--- src/rtl/instr_fetch_unit.sv ---
// Instruction fetch front end: owns the PC, issues credit-limited imem requests, buffers responses
// in a FIFO and drives one registered instruction per cycle. Optional macro: FETCH_MISALIGN_TRAP_EN.
module instr_fetch_unit #(
  parameter logic [31:0] RESET_PC   = 32'h0000_0000,
  parameter int          FIFO_DEPTH = 4,
  parameter logic [31:0] NOP_INSTR  = 32'h0000_0013
) (
  input  logic        clk,
  input  logic        reset,
  input  logic        system_stall,
  input  logic        redirect_valid,
  input  logic [31:0] redirect_pc,
  output logic        imem_req,
  output logic [31:0] imem_addr,
  input  logic        imem_gnt,
  input  logic        imem_rvalid,
  input  logic [31:0] imem_rdata,
  output logic [31:0] instruction,
  output logic [31:0] instr_pc,
`ifdef FETCH_MISALIGN_TRAP_EN
  output logic        fetch_misalign,
`endif
  output logic        instr_valid
);
  localparam int PTR_W = $clog2(FIFO_DEPTH);
  localparam int CNT_W = PTR_W + 1;

  // Handshake: a request is accepted on any edge where imem_req & imem_gnt; imem_addr is held until
  // then. Responses (imem_rvalid) return in request order, at least one cycle after their grant.
  logic [31:0]      fetch_pc;
  logic [31:0]      resp_pc;
  logic [CNT_W-1:0] outstanding;
  logic [CNT_W-1:0] drop_cnt;
  logic [CNT_W-1:0] fifo_count;
  logic [PTR_W-1:0] wr_ptr;
  logic [PTR_W-1:0] rd_ptr;
  logic [63:0]      fifo_mem [FIFO_DEPTH];
  logic [CNT_W:0]   credit_used;
  logic [31:0]      redirect_target;
  logic             gnt_fire;
  logic             push;
  logic             pop;
  logic             trap_block;

  assign redirect_target = {redirect_pc[31:2], 2'b00};

`ifdef FETCH_MISALIGN_TRAP_EN
  logic misalign_q;
  assign trap_block     = misalign_q;
  assign fetch_misalign = misalign_q;

  always_ff @(posedge clk) begin
    if (reset) begin
      misalign_q <= 1'b0;
    end else if (redirect_valid) begin
      misalign_q <= (redirect_pc[1:0] != 2'b00);
    end
  end
`else
  logic unused_redirect_lsbs;
  assign unused_redirect_lsbs = ^redirect_pc[1:0];
  assign trap_block           = 1'b0;
`endif

  // Credits cover both in-flight requests and buffered words, so the FIFO can never overflow.
  assign credit_used = {1'b0, outstanding} + {1'b0, fifo_count};
  assign imem_req    = !reset && !redirect_valid && !trap_block &&
                       (credit_used < (CNT_W+1)'(FIFO_DEPTH));
  assign imem_addr   = fetch_pc;
  assign gnt_fire    = imem_req && imem_gnt;
  assign push        = imem_rvalid && (drop_cnt == '0) && !redirect_valid;
  assign pop         = !system_stall && !redirect_valid && !trap_block && (fifo_count != '0);

  always_ff @(posedge clk) begin
    if (reset) begin
      fetch_pc    <= RESET_PC;
      resp_pc     <= RESET_PC;
      outstanding <= '0;
      drop_cnt    <= '0;
    end else if (redirect_valid) begin
      // A response landing with the redirect is itself discarded, so it is not counted as stale.
      fetch_pc    <= redirect_target;
      resp_pc     <= redirect_target;
      outstanding <= outstanding - CNT_W'(imem_rvalid);
      drop_cnt    <= outstanding - CNT_W'(imem_rvalid);
    end else begin
      if (gnt_fire) fetch_pc <= fetch_pc + 32'd4;
      if (push) resp_pc <= resp_pc + 32'd4;
      outstanding <= outstanding + CNT_W'(gnt_fire) - CNT_W'(imem_rvalid);
      if (imem_rvalid && (drop_cnt != '0)) drop_cnt <= drop_cnt - CNT_W'(1);
    end
  end

  always_ff @(posedge clk) begin
    if (reset || redirect_valid) begin
      wr_ptr     <= '0;
      rd_ptr     <= '0;
      fifo_count <= '0;
    end else begin
      if (push) wr_ptr <= wr_ptr + PTR_W'(1);
      if (pop) rd_ptr <= rd_ptr + PTR_W'(1);
      fifo_count <= fifo_count + CNT_W'(push) - CNT_W'(pop);
    end
  end

  always_ff @(posedge clk) begin
    if (push) fifo_mem[wr_ptr] <= {resp_pc, imem_rdata};
  end

  // A word pushed into an empty FIFO is not bypassed; it reaches the decoder one cycle later.
  always_ff @(posedge clk) begin
    if (reset) begin
      instruction <= NOP_INSTR;
      instr_pc    <= 32'h0;
      instr_valid <= 1'b0;
    end else if (redirect_valid || trap_block) begin
      instruction <= NOP_INSTR;
      instr_valid <= 1'b0;
    end else if (!system_stall) begin
      if (pop) begin
        {instr_pc, instruction} <= fifo_mem[rd_ptr];
        instr_valid             <= 1'b1;
      end else begin
        instruction <= NOP_INSTR;
        instr_valid <= 1'b0;
      end
    end
  end
endmodule

--- config.mk ---
export PLATFORM = sky130hd
export DESIGN_NAME = instr_fetch_unit
export DESIGN_NICKNAME = d
export VERILOG_FILES = /design/src/rtl/instr_fetch_unit.sv
export SDC_FILE = /design/constraint.sdc
export NUM_CORES = 1
export LEC_CHECK = 0
export ABC_CLOCK_PERIOD_IN_PS = 3400
export BUFFER_PORTS_ARGS = -buffer_cell sky130_fd_sc_hd__buf_2
export CAP_MARGIN = 10
export CORE_MARGIN = 10
export CORE_UTILIZATION = 53
export DETAILED_ROUTE_END_ITERATION = 10
export PLACE_DENSITY_LB_ADDON = 0.1
export SLEW_MARGIN = 25
export SYNTH_ARGS = -nofsm -noshare
export SYNTH_HDL_FRONTEND = slang
export SYNTH_SLANG_ARGS = --single-unit
--- constraint.sdc ---
create_clock -name clk -period 3.4 [get_ports clk]
set_input_delay 0.51 -clock clk [delete_from_list [all_inputs] [get_ports clk]]
set_output_delay 0.51 -clock clk [all_outputs]
set_load 0.05 [all_outputs]
; ---- Yosys cells after proc, flatten, opt, wreduce, memory -nomap -nowiden
; Memory sizes are Yosys's and may differ from the RTL's. A register that Yosys moved wholly into a read port is not among the register bits.
; Index checks and enable logic that the tools add are counted.
[op_classes]
addsub = 11
n_lt_le_gt_ge = 1
n_mux = 13
bitwise_logic = 2
n_reduce_logical = 20
[op_table]
columns = cell, n
row1 = $mux W32, 5
row2 = $add A32 B3 Y32 const B, 2
row3 = $mux W3, 3
row4 = $sub A3 B1 Y3, 3
row5 = $logic_and A1 B1 Y1, 8
row6 = $add A3 B1 Y3, 2
row7 = $reduce_bool A2 Y1, 3
row8 = $reduce_bool A3 Y1, 2
row9 = $add A2 B1 Y2 const B, 2
row10 = $add A3 B3 Y4, 1
row11 = $lt A4 B3 Y1 const B, 1
row12 = $mux W2, 2
row13 = $logic_not A1 Y1, 3
row14 = $logic_not A3 Y1, 1
row15 = $mux W1, 3
row16 = $reduce_and A3 Y1, 1
row17 = $sub A3 B1 Y3 const B, 1
row18 = $not A1 Y1, 2
row19 = $reduce_or A2 Y1, 1
row20 = $logic_or A1 B1 Y1, 1
[totals]
regBits = 142
mem_bits_rw = 256
in_bits = 70
out_inout_bits = 98
wordCells = 60
n_memories = 1
[mem_list]
columns = memory, depth, word_bits, rd, rd_ports_with_merged_regs, wr, line
row1 = fifo_mem, 4, 64, 1, 1, 1, 37  ; logic [63:0] fifo_mem [FIFO_DEPTH];

; ---- Depth between registers and ports, before layout
; Gate-level depths: netlist of the first run.
[logic_depth]
ltp_word = 7
mapped_depth = 13

; ---- Worst setup path before layout of the first run
; Ideal clock, no wire load.
[synth_path]
kind = input port to flip-flop
from = input port redirect_valid
to = memory fifo_mem[1][0], enable pin
setup_time_ps = 427
arrival_ps = 2821
required_ps = 2973
path_slack_ps = 152
stages = 5
n_path_buf = 3
path_cell_list = buf_6 > inv_1 > clkbuf_1 > clkbuf_1 > and3_1
[synth_between]
elab_chain_len = 4
[synth_lines]
columns = item, line
row1 = start: declaration, 11  ; input logic redirect_valid,
row2 = $logic_not A1 Y1, 71  ; assign push = imem_rvalid && (drop_cnt == '0) && !redirect_valid;
row3 = $logic_and A1 B1 Y1, 71
row4 = $mux W1, 107  ; if (push) fifo_mem[wr_ptr] <= {resp_pc, imem_rdata};
row5 = $mux W1 (implied by the code), 107
row6 = end: declaration, 37
; No other way between the ends.

; ---- Worst setup path after layout of the first run
[layout_path]
from = register fifo_count[1]
to = register outstanding[2]
[layout_between]
elab_chain_len = 7
[layout_lines]
columns = item, line
row1 = start: declaration, 34  ; logic [CNT_W-1:0] fifo_count;
row2 = start signal: assignment, 102  ; fifo_count <= fifo_count + CNT_W'(push) - CNT_W'(pop);
row3 = $add A3 B3 Y4, 66  ; assign credit_used = {1'b0, outstanding} + {1'b0, fifo_count};
row4 = $lt A4 B3 Y1, 68  ; (credit_used < (CNT_W+1)'(FIFO_DEPTH));
row5 = $logic_and A1 B1 Y1, 67  ; assign imem_req = !reset && !redirect_valid && !trap_block &&
row6 = $logic_and A1 B1 Y1, 70  ; assign gnt_fire = imem_req && imem_gnt;
row7 = $add A3 B1 Y3, 89  ; outstanding <= outstanding + CNT_W'(gnt_fire) - CNT_W'(imem_rvalid);
row8 = $sub A3 B1 Y3, 89
row9 = $mux W3, 80  ; end else if (redirect_valid) begin
row10 = end signal: assignment, 84  ; outstanding <= outstanding - CNT_W'(imem_rvalid);
row11 = end signal: assignment, 89
row12 = end: declaration, 32  ; logic [CNT_W-1:0] outstanding;
; No other way between the ends.
; A chain may end at the register's enable or synchronous reset.

==> impl_metrics.tcl, run 1 <==
set metrics [dict create \
    dp_slack_ps 482 \
    ys_warn_count 0 \
    grt_use_total_pct 18.6 \
    clk_pin_slew_ps 60 \
    slowest_stage "dfxtp_1" \
    die_h_um 189 \
    cap_violations 0 \
    synth_adder_area_share_pct 1.58 \
    worst_pin_slew_ps 945 \
    cts.repair.resized 0 \
    cts_buffers 40 \
    yosysUniqueCellTypes 56 \
    gp_congestion 0.878 \
    yosys.area_share.xor_xnor_pct 2.76 \
    period_share_pct 86.6 \
    synth-compound-area-share_pct 7.54 \
    hold_violations 0 \
    cts_tree "yes" \
    placedInstanceArea_um2 16500 \
    postRouteAntennaNets 0 \
    skew_ps 12.3 \
    cts_setup_buffers 0 \
    drcViolationCount 0 \
    synth_top_cell_by_area "edfxtp_1" \
    synth_area_leaders "edfxtp_1 49%, dfxtp_1 18%, mux4_2 9.2%, nand2_1 2.7%, a21oi_1 2.0%" \
    crit_fanout 16 \
    routed.top_layer "met4" \
    synth_enable_flop_cells 248 \
    cts_hold_buf 0 \
    cp-start-kind "flop" \
    grt_max_degree 84 \
    power_leakage_nw 6.16 \
    vias 9440 \
    drv_slew 0 \
    die-area_um2 35900 \
    initial_core_util_pct 54.2 \
    io-pin-count 168 \
    cts-root-buf "clkbuf_16" \
    grt-ovfl-total 0 \
    rows 61 \
    nNetsFinal 1331 \
    setup_ws_ps 457 \
    fin_hold_ws_ps 212 \
    hpwlAfterDp_um 21300 \
    synth_top_family_by_area "multiplexers" \
    yosys.area.top_type_share_pct 48.9 \
    clk_path_buf_depth 3 \
    wl_met3_um 2210 \
    slowest_delay_ps 390 \
    synth_seq_area_share_pct 67.1 \
    wl_met1_um 15500 \
    grt_pass1_vias 9707 \
    post-synth-top-count-cell "edfxtp_1" \
    diodes 0 \
    grt_pass1_wl_um 54000 \
    yosys.area_share.simple_pct 9.18 \
    status "finished clean" \
    cts.sinks 386 \
    worstSkewPairLatency_ps 510 \
    max-slew-margin-rel_pct 37.0 \
    p_per_area_nw_per_um2 561 \
    endpoint_kind "flop" \
    syn_to_final_growth_pct 16.5 \
    crit_top_cell "ha_1" \
    drive_above_1_share_pct 24.4 \
    syn-cell-area_um2 15200 \
    required_ps 3760 \
    htreeDepth 2 \
    wl_per_cell_um 20.5 \
    synthMuxAreaShare_pct 9.24 \
    crit_type "flop to flop" \
    power_mw 9.94 \
    worstPathArrival_ps 3300 \
    path_cells "ha_1, a311oi_2, and2_4, inv_2, ha_1, inv_1, ha_1, fa_1, xor2_1, o21ai_0, xnor2_1, nor2_1" \
    fin_crit_ps 2940 \
    setup_viol 0 \
    fmax_mhz 340 \
    tns_ps 0 \
    drt-initial-drc-count 535 \
    netlist_top_cells_count "248 x edfxtp_1, 138 x dfxtp_1, 108 x nand2_1" \
    ys_ff_latch 386 \
    rsz0062_at_grt "false" \
    drtPass1Iterations 5 \
    async_flop_share_pct 0 \
    io_buffers 161 \
    routed_wl_um 33800 \
    antenna_found_initial 0 \
    avgSynthCellArea_um2 14.1 \
    die_w_um 189 \
    syn_inst 1079 \
    ir_drop_uv 391 \
    coreArea_um2 28100 \
    min_path_type "input port to flop" \
    via_per_inst 5.72 \
    final_cell_area_um2 17700 \
    synth_flop_cell "edfxtp_1" \
    dr_wl_met2_um 15500 \
]
[where the power goes]
part / switching, mW / leakage (nW) / internal (mW) / total, mW
combinational: 0.416 / 2.17 / 0.229 / 0.645
clock: 1.67 / 0.595 / 2.38 / 4.05
sequential: 0.118 / 3.39 / 5.13 / 5.24
total: 2.21 / 6.16 / 7.74 / 9.94
[per-stage QoR]
step                std cells  utilization, %
detailed placement       1579            58.8
CTS                      1651            63.1
global placement         1579            58.8
floorplan                1082               -
global route             1651            63.1
finish                   1651            63.1
[flip-flops by register name, summed over array words and instances, names as in the netlist, 2 cells and up, named ones only]
name,flops
outstanding,3
rd_ptr,2
drop_cnt,3
instruction,32
instr_pc,30
fifo_mem,248
imem_addr,30
resp_pc,30
fifo_count,3
wr_ptr,2
[worst paths after layout]
path	startpoint	end	slack, ps	cells after the start
setup / recovery	fifo_count[1]	outstanding[2]	460	12
hold / removal	imem_rdata[4]	fifo_mem[0][4]	210	1
setup reg to reg	fifo_count[1]	outstanding[2]	460	12
hold reg to reg	instr_pc[23]	instr_pc[23]	450	2
[layout make-up]
type	count	area, µm²
clock inverter	13	86.3
clock buffer	59	1130
fill	2190	10400
multi-input combinational	599	4630
tap	378	473
inverter	33	124
sequential	386	10200
timing repair buffer	183	1070
[cells by family (layout without fill, tap and decap cells)]
kind of cell,after synthesis,after routing
AO/OA/AOI/OAI,176,176
buffers and inverters,97,288
other,1,4
multiplexers,63,63
adder cells (fa/ha/maj),18,18
XOR/XNOR,48,48
AND/OR/NAND/NOR,290,290
flip-flops,386,386
[worst max-delay path: cells and delay by family (launching register included)]
kind | cells | cell delay (ps)
DFF | 1 | 390
buffers and inverters | 2 | 170
xor gates and xnor gates | 2 | 300
AOI/OAI and AO/OA | 2 | 530
adders and majority gates | 4 | 1130
and+or+nand+nor | 2 | 280
[placed cells by master (no fill, tap or decap), types with 4 or more instances in the layout]
master	instances
edfxtp_1	248
buf_2	161
dfxtp_1	136
nand2_1	108
nor2_1	65
a21oi_1	62
mux4_2	62
clkbuf_16	41
xnor2_1	32
inv_1	31
a22oi_1	31
nand3_1	28
a21boi_0	21
xor2_1	16
ha_1	16
clkbuf_1	14
buf_4	14
nand4_1	13
a31oi_1	12
nor3_1	12
a211oi_1	11
and4_1	9
o21ai_0	9
nor4_1	9
and3_1	8
clkinv_1	8
buf_12	8
and2_1	7
or3_1	6
or4_1	6
o211ai_1	5
o22ai_1	5
and3_2	4
o311ai_0	4
o21bai_1	4
conb_1	4
clkbuf_8	4
[per-layer routing]
metal	global-route usage, %	vias to the layer above
met5	0	-
met4	4.33	0
met3	4.45	41
met2	29.1	289
met1	25.9	4703
li1	-	4407
No activity file was read; power rests on OpenSTA's default activity.
==> inputs of run 2 (changes only) <==
RECOVER_POWER = 25   (was not set)
==> impl_metrics.tcl, run 2 (synthesis gave the netlist of run 1 again) <==
set metrics [dict create \
    grt.busiest_layer "met2" \
    crit_type "flop to flop" \
    worst_pin_slew_ps 943 \
    largest_register "fifo_mem" \
    via_per_inst 5.73 \
    grt_util_met2_pct 29.1 \
    drt-initial-drc-count 547 \
    die_w_um 189 \
    max-slew-margin-rel_pct 37.1 \
    fin_crit_ps 2940 \
    grt_pass1_vias 9707 \
    gp_congestion 0.878 \
    worstSkewPairLatency_ps 510 \
    reg.largest.list "fifo_mem (248), instruction (32)" \
    rsz0062_at_grt "false" \
    crit_fanout 16 \
    skew_ps 12.4 \
    min_path_type "input port to flop" \
    slowest_delay_ps 390 \
    ir_drop_uv 392 \
    hold_violations 0 \
    final_util_pct 63.0 \
    grt_max_degree 84 \
    cap_violations 0 \
    cts-root-buf "clkbuf_16" \
    die_h_um 189 \
    wl_per_cell_um 20.4 \
    worstPathArrival_ps 3300 \
    setup_viol 0 \
    grt_pass1_wl_um 54000 \
    required_ps 3760 \
    cp-start-kind "flop" \
    period_share_pct 86.5 \
    mostFrequentLayoutCells "248 x edfxtp_1, 136 x dfxtp_1, 129 x buf_2" \
    cts_setup_buffers 0 \
    placedInstanceArea_um2 16500 \
    nNetsFinal 1331 \
    layout_commonest_cell "edfxtp_1" \
    largest_reg_flops 248 \
    drtPass1Iterations 5 \
    tns_ps 0 \
    drive_above_1_share_pct 21.8 \
    initial_core_util_pct 54.2 \
    use_met1_pct 25.9 \
    fmax_mhz 340 \
    crit_top_cell "ha_1" \
    routed_wl_um 33700 \
    drcViolationCount 0 \
    io_buffers 161 \
    die-area_um2 35900 \
    grt-ovfl-total 0 \
    cts.sinks 386 \
    io-pin-count 168 \
    drv_slew 0 \
    diodes 0 \
    met3_usage_pct 4.45 \
    p_per_area_nw_per_um2 562 \
    antenna_found_initial 0 \
    postRouteAntennaNets 0 \
    syn_to_final_growth_pct 16.3 \
    clk_pin_slew_ps 60 \
    grt_use_total_pct 18.6 \
    slowest_stage "dfxtp_1" \
    rows 61 \
    endpoint_kind "flop" \
    vias 9456 \
    power_leakage_nw 6.07 \
    cts_tree "yes" \
    final_cell_area_um2 17700 \
    cts_buffers 40 \
    status "finished clean" \
    cts.repair.resized 0 \
    hpwlAfterDp_um 21300 \
    cts_hold_buf 0 \
    path_cells "ha_1, a311oi_2, and2_4, inv_2, ha_1, inv_1, ha_1, fa_1, xor2_1, o21ai_0, xnor2_1, nor2_1" \
    clk_path_buf_depth 3 \
    coreArea_um2 28100 \
    htreeDepth 2 \
]
[run 2: cell types whose count changed in the layout (fill, tap and decap cells not counted), sizes merged]
cell	delta
clkbuf	+32
buf	-32
[run 2: worst max-delay path, delay by kind of cell (launching register included)]
family,cells,cell delay (ps)
adders and majority gates,4,1130
AOI/OAI and AO/OA,2,530
DFF,1,390
xor gates and xnor gates,2,300
and+or+nand+nor,2,280
buffers and inverters,2,170
[run 2: metrics by stage]
step,cells,setup WS [ps],hold WS (ps),power (mW)
floorplan,1082,152,466,5.75
global placement,1579,515,441,5.97
detailed placement,1579,482,444,5.99
CTS,1651,431,189,10.1
global route,1651,287,261,10.3
finish,1651,459,253,9.94
[run 2: final cells by class]
| type | instances | area, µm² |
|---|---|---|
| sequential | 386 | 10200 |
| tap | 378 | 473 |
| timing repair buffer | 183 | 1030 |
| clock buffer | 59 | 1130 |
| multi-input combinational | 599 | 4630 |
| fill | 2203 | 10400 |
| clock inverter | 13 | 86.3 |
| inverter | 33 | 124 |
[run 2: path summary, 6_finish.rpt]
path,start,to,slack (ps),cells after the start
min,redirect_pc[28],imem_addr[28],250,3
max reg2reg,fifo_count[1],outstanding[2],460,12
max,fifo_count[1],outstanding[2],460,12
min reg2reg,instr_pc[23],instr_pc[23],450,2
[run 2: routing by layer]
layer | wire length, µm | vias to the layer above
li1 | - | 4400
met1 | 15500 | 4727
met2 | 15500 | 285
met3 | 2180 | 44
met4 | 568 | 0
met5 | 0 | -
[run 2: where the power goes]
group	switching [mW]	total, mW	leakage, nW	internal (mW)
Combinational	0.415	0.639	2.08	0.223
Clock	1.68	4.06	0.595	2.38
Sequential	0.118	5.24	3.39	5.13
